## config.mk

```make
export PLATFORM = sky130hd
export DESIGN_NAME = masked_single_port_ram
export DESIGN_NICKNAME = d
export VERILOG_FILES = /design/src/rtl/masked_single_port_ram.sv
export SDC_FILE = /design/constraint.sdc
export NUM_CORES = 1
export LEC_CHECK = 0
export ABC_CLOCK_PERIOD_IN_PS = 2800
export CORE_MARGIN = 2
export CORE_UTILIZATION = 55
export CTS_CLUSTER_DIAMETER = 80
export DETAILED_ROUTE_END_ITERATION = 8
export PLACE_DENSITY = 0.76
export RECOVER_POWER = 25
export SYNTH_ARGS = -nofsm -noshare
export SYNTH_HDL_FRONTEND = slang
export SYNTH_SLANG_ARGS = --single-unit
```

## constraint.sdc

```tcl
create_clock -name clock -period 2.8 [get_ports clock]
set_input_delay 0.56 -clock clock [delete_from_list [all_inputs] [get_ports clock]]
set_output_delay 0.56 -clock clock [all_outputs]
set_load 0.03 [all_outputs]
```

## src/rtl/masked_single_port_ram.sv

```systemverilog
// Single-port RAM with per-slice write mask, 1- or 2-cycle registered read and a
// sequential init engine that fills every word with INIT_VALUE after reset.
module masked_single_port_ram #(
    parameter int               WIDTH         = 32,
    parameter int               DEPTH         = 16,
    parameter int               ADDRESS_WIDTH = (DEPTH > 1) ? $clog2(DEPTH) : 1,
    parameter int               SLICE_WIDTH   = 8,
    parameter int               READ_LATENCY  = 1,
    parameter int               WRITE_FIRST   = 0,
    parameter logic [WIDTH-1:0] INIT_VALUE    = '0
) (
    input  logic                           clock,
    input  logic                           resetn,
    input  logic                           write_enable,
    input  logic                           read_enable,
    input  logic [ADDRESS_WIDTH-1:0]       address,
    input  logic [WIDTH-1:0]               write_data,
    input  logic [WIDTH/SLICE_WIDTH-1:0]   write_mask,
    output logic [WIDTH-1:0]               read_data,
    output logic                           read_valid,
    output logic                           ready
);

    localparam int SLICES = WIDTH / SLICE_WIDTH;

    if (WIDTH % SLICE_WIDTH != 0) begin : g_bad_slice_width
        $error("masked_single_port_ram: WIDTH must be a multiple of SLICE_WIDTH");
    end
    if (READ_LATENCY != 1 && READ_LATENCY != 2) begin : g_bad_read_latency
        $error("masked_single_port_ram: READ_LATENCY must be 1 or 2");
    end

    typedef enum logic {INIT = 1'b0, READY = 1'b1} state_t;

    state_t                   state;
    state_t                   next_state;
    logic [ADDRESS_WIDTH-1:0] init_counter;
    logic                     init_last;
    logic                     init_active;

    logic [WIDTH-1:0]         memory [DEPTH];
    logic [SLICES-1:0]        mem_slice_we;
    logic [ADDRESS_WIDTH-1:0] mem_address;
    logic [WIDTH-1:0]         mem_wdata;

    logic                     in_range;
    logic                     do_read;
    logic [WIDTH-1:0]         merged_word;
    logic [WIDTH-1:0]         read_word;
    logic                     stage1_valid;
    logic [WIDTH-1:0]         stage1_data;

    assign init_last = (init_counter == ADDRESS_WIDTH'(DEPTH - 1));
    assign in_range  = (32'(address) < DEPTH);
    assign do_read   = ready && read_enable;

    always_ff @(posedge clock) begin
        if (!resetn) state <= INIT;
        else         state <= next_state;
    end

    always_comb begin
        next_state = state;
        if (state == INIT && init_last) next_state = READY;
    end

    always_comb begin
        ready       = (state == READY);
        init_active = (state == INIT);
    end

    always_ff @(posedge clock) begin
        if (!resetn)          init_counter <= '0;
        else if (init_active) init_counter <= init_counter + 1'b1;
    end

    // One shared write port: the init engine owns it until READY, then user writes.
    always_comb begin
        mem_slice_we = '0;
        mem_address  = address;
        mem_wdata    = write_data;
        if (resetn) begin
            if (init_active) begin
                mem_slice_we = '1;
                mem_address  = init_counter;
                mem_wdata    = INIT_VALUE;
            end else if (write_enable && in_range) begin
                mem_slice_we = write_mask;
            end
        end
    end

    always_ff @(posedge clock) begin
        for (int s = 0; s < SLICES; s++) begin
            if (mem_slice_we[s])
                memory[mem_address][s*SLICE_WIDTH +: SLICE_WIDTH] <= mem_wdata[s*SLICE_WIDTH +: SLICE_WIDTH];
        end
    end

    always_comb begin
        merged_word = memory[address];
        for (int s = 0; s < SLICES; s++) begin
            if (write_mask[s])
                merged_word[s*SLICE_WIDTH +: SLICE_WIDTH] = write_data[s*SLICE_WIDTH +: SLICE_WIDTH];
        end
        if (!in_range)                            read_word = '0;
        else if (WRITE_FIRST != 0 && write_enable) read_word = merged_word;
        else                                      read_word = memory[address];
    end

    // Data registers load only on a valid beat so read_data holds between reads.
    always_ff @(posedge clock) begin
        if (!resetn) begin
            stage1_valid <= 1'b0;
            stage1_data  <= '0;
        end else begin
            stage1_valid <= do_read;
            if (do_read) stage1_data <= read_word;
        end
    end

    if (READ_LATENCY == 2) begin : g_latency2
        logic             stage2_valid;
        logic [WIDTH-1:0] stage2_data;

        always_ff @(posedge clock) begin
            if (!resetn) begin
                stage2_valid <= 1'b0;
                stage2_data  <= '0;
            end else begin
                stage2_valid <= stage1_valid;
                if (stage1_valid) stage2_data <= stage1_data;
            end
        end

        assign read_valid = stage2_valid;
        assign read_data  = stage2_data;
    end else begin : g_latency1
        assign read_valid = stage1_valid;
        assign read_data  = stage1_data;
    end

endmodule
```

# After elaboration in Yosys (flattened, before gate mapping)
# Memories as Yosys holds them, arrays and structs flattened. A register that Yosys moved wholly into a read port is not among the register bits.
# Index checks and enable logic that the tools add are counted.
# word_totals
ff_bits,6
latchBits,0
ramBits,512
mem_bits_ro,0
output_inout_bits,34
wordCells,25
n_memories,1
# classes
n_addsub,1
multipliers,0
div_mod_pow,0
n_lt_le_gt_ge,0
eq_ne,1
shifts,0
muxes,15
bitwise,1
n_reduce_logical,3
# memory_table
name,depth,width,rd,rd_clocked_by_memory_dff,write_ports,line_no,text
memory,16,32,1,1,1,41,logic [WIDTH-1:0] memory [DEPTH];
# ops
operator,count
two-way mux 32 bit,2
two-way mux 4 bit,5
two-way mux 1 bit,8
adder 4 x 1 -> 4 bit (second input constant),1
== test 4 bit (second input constant),1
logical AND 1 bit,2
zero test 1 bit,1
inverter 1 bit,1

# Longest topological paths before layout
# Gate-level depths: netlist (run 1).
# depth
ltp_word,5
mapped_depth,8
mapped_depth_nobuf,4

# Worst setup path after synthesis (run 1)
# Ideal clock, no wire load.
# synth_timing
path_kind,flip-flop to flip-flop
from,register state (netlist: ready)
to,"memory memory[14][0], enable pin"
setup_ps,370
arrival_time_ps,2038
required_ps,2430
setup_slack_ps,392
stages_incl_launch_ff,7
path_buffers,2
synth_period_minus_slack_ps,2408
path_cell_list,dfxtp_1 -> buf_2 -> nand2b_1 -> buf_1 -> mux2i_1 -> nand2_1 -> nor2_1
# synth_between
elab_chain_cells,4
elab_cells_between_ends,6
cone_classes,mux: 6
# synth_lines
element,line_no,text
"start, declared",35,state_t state;
"start signal, assigned",59,else state <= next_state;
two-way mux 4 bit,83,if (init_active) begin
two-way mux 4 bit,82,if (resetn) begin
two-way mux 1 bit,95,if (mem_slice_we[s])
two-way mux 1 bit (not written as such),96,memory[mem_address][s*SLICE_WIDTH +: SLICE_WIDTH] <= mem_wdata[s*SLICE_WIDTH +: SLICE_WIDTH];
"end, declared",41,
# Several ways; a longest one is shown, not always the timed one.

# Worst setup path in the final report (run 1)
# layout_timing
from,register state (netlist: ready)
to,output port ready
# layout_lines
element,line_no,text
"end, declared",21,output logic ready
# No word-level cell between the ends.

==> qor.txt, run 1 <==
Syn Inst Count - 1104
Post-route insts no fill - 1854
Cell area power density - 660 nW/µm²
Post-synth top flop - edfxtp_1
Setup slack on the worst flop-to-flop path - 0.49 ns
Hold_buf cts - 0
Net switching power - 3.39 mW
Cells on worst reg2reg path - 5
Int Pwr - 13.0 mW
CTS H-Tree Depth - 2
Via count - 11000
Setup Buffers After CTS - 0
Max Root-Sink Buffers - 3
CTS clk-pin slew, worst paths - 0.06 ns
Boundary Pins - 78
Peak VDD IR - 0.000499 V
Tcrit/Tclk final - 91.6%
Number of max-cap violations - 0
Drt via density - 5.94
Pre-antenna DRT Iters - 5
Final Slew Violations - 0
XOR/XNOR Fraction of Synth Area - 0.123%
Worst slack, placed - -0.00890 ns
Final setup fails - 0
Kind of critical path - reg2out
Comb power frac - 5.4%
Syn_area_per_cell - 19.3 µm²
Clk network pwr share - 38.8%
Hold EP - read_data[5]
Placed insts - 1758
Status - completed
RSZ-0062 raised after global routing - false
CTS tree - built
Final Power - 16.4 mW
Largest family of logic cells by synthesized area - multiplexers
Total GRT Usage - 23.6%
Final HPWL DP - 29100 µm
Slew HR - 43.1%
PortBufs - 77
Post-CTS Resized - 0
Synth Area in Simple Gates - 3.90%
Share of cells above drive strength 1 - 23.4%
Largest net degree at the start of global routing - 46
Mapped cell area - 21300 µm²
Setup TNS - 0 ns
Synth Register Bits - 550
Met3 Track Usage GR - 3.72%
CP Max Fanout - 16
Post-synth EDFFs - 512
Number of cells on the worst hold path - 2
Startpoint types - register
Final net count - 1339
Area grow syn2layout - 16.6%
Post-DRT Antenna Nets - 0
Synth Net Count - 1149
Rows - 72
Measured slew at the worst slew-check pin - 0.853 ns
Core outline area - 38500 µm²
Clock sinks - 550
Drt total wl - 46500 µm
Reg-to-reg startpoint - ready
GR met2 Demand/Resource - 38.7%
Adder and majority cell fraction of the synthesized area - 0.0587%
First-pass GRT wire length - 70200 µm
Sequential area share after synthesis - 75.7%
Die height - 201 µm
Antenna cells - 0
Largest area contributor in the netlist - edfxtp_1
Met1 Resource Use GR - 33.2%
Leakage - 8.49 nW
Fin Hold WS - 0.494 ns
Post-synthesis mux area share - 15.0%
Routability congestion estimate - 0.804
Top post-synthesis cells by area - edfxtp_1 (72%), mux4_2 (10%), dfxtp_1 (3.6%)
Initial antenna violation count - 0
Fraction of post-synthesis cell area in the top cell type by area - 72.1%
Clock root buffer - clkbuf_16
Overflow after GRT - 0
Post-Route Skew - 0.0169 ns
WP data arrival - 2.01 ns
CP Capture Type - primary output
Compound-gate portion of the synthesized area - 3.54%
RR Endpoint - memory[3][8]
Full die area - 40300 µm²
Sw frac - 20.7%
Clk_lat worst skew - 0.57 ns
Initial core utilization - 55.4%
Max Fclk - 390 MHz
Starting DRT DRC Count - 1266
Ys async rst share - 0%
Min-Delay Path Class - reg2reg
WL/cell - 25.1 µm
Hold_sp - read_data[5]
TritonCTS Buffers - 52
Synth warn - 0
Die Span X - 201 µm
Flop pwr share - 55.7%
Library cells used by synthesis - 30
WP data required - 2.24 ns
DRC - 0
Crit path time final - 2.57 ns
Fin. Hold Viols - 0
GRT busiest layer - met2
Number of global-route vias before repair - 11200
Final worst slack - 0.234 ns
-- worst max-delay path: stages (launching register included) --
cell             delay, ns
dfxtp_1               0.44
buf_4                 0.29
clkdlybuf4s50_1       0.72
-- through the flow --
stage | area, µm² | util (%)
2_1_floorplan | 21300 | -
4_1_cts | 24900 | 64.8
3_5_place_dp | 23400 | 60.8
3_3_place_gp | 23400 | 60.8
5_1_grt | 24900 | 64.6
6_report | 24900 | 64.6
-- layer usage --
metal / vias to the layer above / share of wire (%) / routed length [µm]
met3: 82 / 7.9 / 3680
met4: 0 / 2.7 / 1240
met2: 501 / 50 / 23000
li1: 4827 / - / -
met5: - / 0 / 0
met1: 5606 / 40 / 18500
-- sequential cells by signal, summed over array words and instances, names as in the netlist --
name,flops
init_counter,4
memory,512
read_data,32
read_valid,1
ready,1
-- kinds of logic (layout without fill, tap and decap cells) --
kind of cell             Yosys count  in the layout
AO/OA/AOI/OAI                    105            105
XOR/XNOR                           3              3
adder cells (fa/ha/maj)            1              1
buffers and inverters             69            301
flip-flops                       550            550
multiplexers                     196            196
AND/OR/NAND/NOR                  180            180
-- cells in the final DEF (no fill, tap or decap), types with 13 or more instances in the layout --
master             n
edfxtp_1         512
buf_4             98
mux4_2            95
clkdlybuf4s50_1   73
mux2i_1           70
nor2_1            65
nand2_1           63
clkbuf_16         53
clkbuf_1          39
dfxtp_1           38
a22oi_1           33
o21ai_1           32
a221oi_1          31
mux2_2            31
and2_1            29
clkinv_2          13
-- power by group through the flow --
stage	logic (mW)	registers, mW	clock network (mW)
4_1_cts	0.913	9.14	6.46
2_1_floorplan	0.538	9.30	0
3_5_place_dp	0.906	9.31	0
3_3_place_gp	0.889	9.30	0
5_1_grt	0.953	9.14	6.79
6_report	0.893	9.14	6.37
-- Yosys cell counts, types with 2 or more instances --
cell / count
a221oi_1: 31
a22oi_1: 33
a31o_2: 6
and2_1: 37
buf_1: 4
buf_2: 6
buf_4: 3
buf_6: 12
clkbuf_1: 40
dfxtp_1: 38
edfxtp_1: 512
inv_1: 2
inv_2: 2
mux2_2: 31
mux2i_1: 70
mux4_2: 95
nand2_1: 63
nand2b_1: 2
nand4b_1: 2
nor2_1: 65
nor2b_1: 4
nor4b_1: 2
nor4bb_1: 4
o21ai_1: 32
xnor2_1: 3
-- layout make-up --
class,instances,area [µm²]
sequential,550,16100
fill,2620,13600
multi-input combinational,485,4830
timing repair buffer,201,1700
clock buffer,73,1420
tap,518,648
clock inverter,23,116
inverter,4,15.0
-- how the worst max path moves through the flow --
stage / startpoint / end / slack [ns] / depth (start not counted)
final: ready / ready / 0.23 / 2
after floorplan: ready / memory[14][0] / 0.39 / 6
after global placement: resetn / memory[8][11] / 0.05 / 7
after global routing: ready / ready / 0.18 / 2
after CTS: ready / ready / 0.23 / 2
after detailed placement: resetn / memory[3][12] / -0.009 / 7
Note: power is estimated with default switching activity, not from simulation.
==> run 2, diff against run 1 <==
- CORE_UTILIZATION: 55 -> 45
- PLACE_DENSITY: 0.76 -> 0.65
==> run 2 against run 1 <==
The run now ends with DRC left. Largest power group unchanged. Global-route usage down 3.3 points. Via count up 1.4%. Critical path depth unchanged.
==> qor.txt, run 2 (synthesis results as in run 1) <==
Drt total wl - 49200 µm (was 46500 µm)
Max reg flops - 512 (unchanged)
Number of global-route vias before repair - 11500 (was 11200)
WL/cell - 25.0 µm (was 25.1 µm)
Fin. Hold Viols - 0 (unchanged)
Final Power - 17.0 mW (was 16.4 mW)
Tcrit/Tclk final - 92.5% (was 91.6%)
RSZ-0062 raised after global routing - false (unchanged)
Critical-path top delay cell - clkdlybuf4s50_1 (unchanged)
Met3 Track Usage GR - 3.95% (was 3.72%)
Placed insts - 1875 (was 1758)
Total GRT Usage - 20.2% (was 23.6%)
Largest net degree at the start of global routing - 59 (was 46)
Rows - 79 (was 72)
Setup Buffers After CTS - 0 (unchanged)
Core outline area - 46700 µm² (was 38500 µm²)
Hold_buf cts - 0 (unchanged)
Clock root buffer - clkbuf_16 (unchanged)
Min-Delay Path Class - reg2reg (unchanged)
Slew HR - 28.8% (was 43.1%)
CP Capture Type - primary output (unchanged)
Leakage - 8.69 nW (was 8.49 nW)
CTS clk-pin slew, worst paths - 0.06 ns (about the same)
Die Span X - 222 µm (was 201 µm)
Share of cells above drive strength 1 - 25.3% (was 23.4%)
Clk_lat worst skew - 0.60 ns (was 0.57 ns)
Full die area - 49100 µm² (was 40300 µm²)
DRC - 6 (was 0)
CP Cell Sequence - buf_4 -> clkdlybuf4s50_1 (unchanged)
Overflow after GRT - 0 (unchanged)
CTS H-Tree Depth - 2 (unchanged)
Number of max-cap violations - 0 (unchanged)
Clock sinks - 550 (unchanged)
Antenna cells - 0 (unchanged)
Worst stage delay on the critical path - 0.70 ns (was 0.72 ns)
Die height - 222 µm (was 201 µm)
Max Root-Sink Buffers - 3 (unchanged)
Post-Route Skew - 0.0199 ns (was 0.0169 ns)
WP buf/inv - 2 (unchanged)
CP Max Fanout - 10 (was 16)
Final Slew Violations - 0 (unchanged)
CTS tree - built (unchanged)
Most frequent cells in the layout - edfxtp_1 (512), buf_4 (126), mux4_2 (95) (was edfxtp_1 (512), buf_4 (98), mux4_2 (95))
Design Area, Final - 25300 µm² (was 24900 µm²)
Via count - 11200 (was 11000)
Startpoint types - register (unchanged)
Crit path time final - 2.59 ns (was 2.57 ns)
Post-DRT Antenna Nets - 0 (unchanged)
Pre-antenna DRT Iters - 9 (was 5)
Starting DRT DRC Count - 1253 (was 1266)
Kind of critical path - reg2out (unchanged)
Peak VDD IR - 0.000415 V (was 0.000499 V)
Post-CTS Resized - 0 (unchanged)
GRT busiest layer - met2 (unchanged)
Measured slew at the worst slew-check pin - 1.07 ns (was 0.853 ns)
Final HPWL DP - 31400 µm (was 29100 µm)
Failing checks - DRC
Max Fclk - 386 MHz (was 390 MHz)
TritonCTS Buffers - 53 (was 52)
GR met2 Demand/Resource - 31.6% (was 38.7%)
Initial antenna violation count - 0 (unchanged)
Final net count - 1368 (was 1339)
Post-route insts no fill - 1972 (was 1854)
PortBufs - 77 (unchanged)
Cell area power density - 671 nW/µm² (was 660 nW/µm²)
Worst slack, placed - -0.129 ns (was -0.00890 ns)
DP Area - 23700 µm² (was 23400 µm²)
First-pass GRT wire length - 73400 µm (was 70200 µm)
Boundary Pins - 78 (unchanged)
WP data required - 2.24 ns (about the same)
Final setup fails - 0 (unchanged)
Top Family by Delay on Critical Path - buffers and inverters (unchanged)
Area grow syn2layout - 18.7% (was 16.6%)
Commonest non-fill, non-tap cell in the layout - edfxtp_1 (unchanged)
Final worst slack - 0.211 ns (was 0.234 ns)
Drt via density - 5.67 (was 5.94)
WP data arrival - 2.03 ns (was 2.01 ns)
Met1 Resource Use GR - 28.9% (was 33.2%)
Initial core utilization - 45.7% (was 55.4%)
Status - complete, but fails checks (was completed)
Top reg by flops - memory (unchanged)
Routability congestion estimate - 0.826 (was 0.804)
## run 2: cell types whose count changed in the layout (fill, tap and decap cells not counted), sizes merged
cell / delta
buf: +27
bufinv: +4
clkbuf: -1
clkdlybuf4s50: +1
clkinv: +1
clkinvlp: -1
dlygate4sd3: -1
inv: -1
## run 2: worst paths after layout
path | from | end | slack [ns] | cells past startpoint
min | read_data[23] | read_data[23] | 0.49 | 2
min reg2reg | read_data[23] | read_data[23] | 0.49 | 2
max | ready | ready | 0.21 | 2
max reg2reg | ready | memory[8][20] | 0.32 | 6
## run 2: through the flow
| step | TNS, ns | hold WS, ns | utilization [%] |
|---|---|---|---|
| global placement | -0.195 | 0.480 | 50.8 |
| detailed placement | -5.85 | 0.478 | 50.8 |
| floorplan | 0 | 0.554 | - |
| global route | 0 | 0.517 | 54.2 |
| finish | 0 | 0.485 | 54.2 |
| CTS | 0 | 0.493 | 54.4 |
## run 2: routing by layer
| layer | up-vias | share of wire, % |
|---|---|---|
| met3 | 89 | 7.1 |
| li1 | 4879 | - |
| met1 | 5791 | 43 |
| met4 | 0 | 2.5 |
| met2 | 416 | 47 |
| met5 | - | 0 |
## run 2: power breakdown
group | total [mW] | switching [mW] | internal [mW] | leakage [nW]
Clock | 6.90 | 2.93 | 3.98 | 0.818
Sequential | 9.14 | 0.0317 | 9.11 | 5.00
Combinational | 0.940 | 0.547 | 0.393 | 2.87
## run 2: final cells by class
cell class,count,area [µm²]
Clock inverter,26,223
Fill cell,3645,21400
Inverter,4,15.0
Tap cell,607,759
Sequential cell,550,16100
Timing Repair Buffer,229,1900
Clock buffer,71,1450
Multi-Input combinational cell,485,4830
## run 2: worst register-to-register path, delay by kind of cell (launching register included)
family,cells,cell delay [ns]
AND/OR/NAND/NOR,3,0.87
buffers and inverters,2,0.58
flip-flops,1,0.48
AO/OA/AOI/OAI,1,0.26
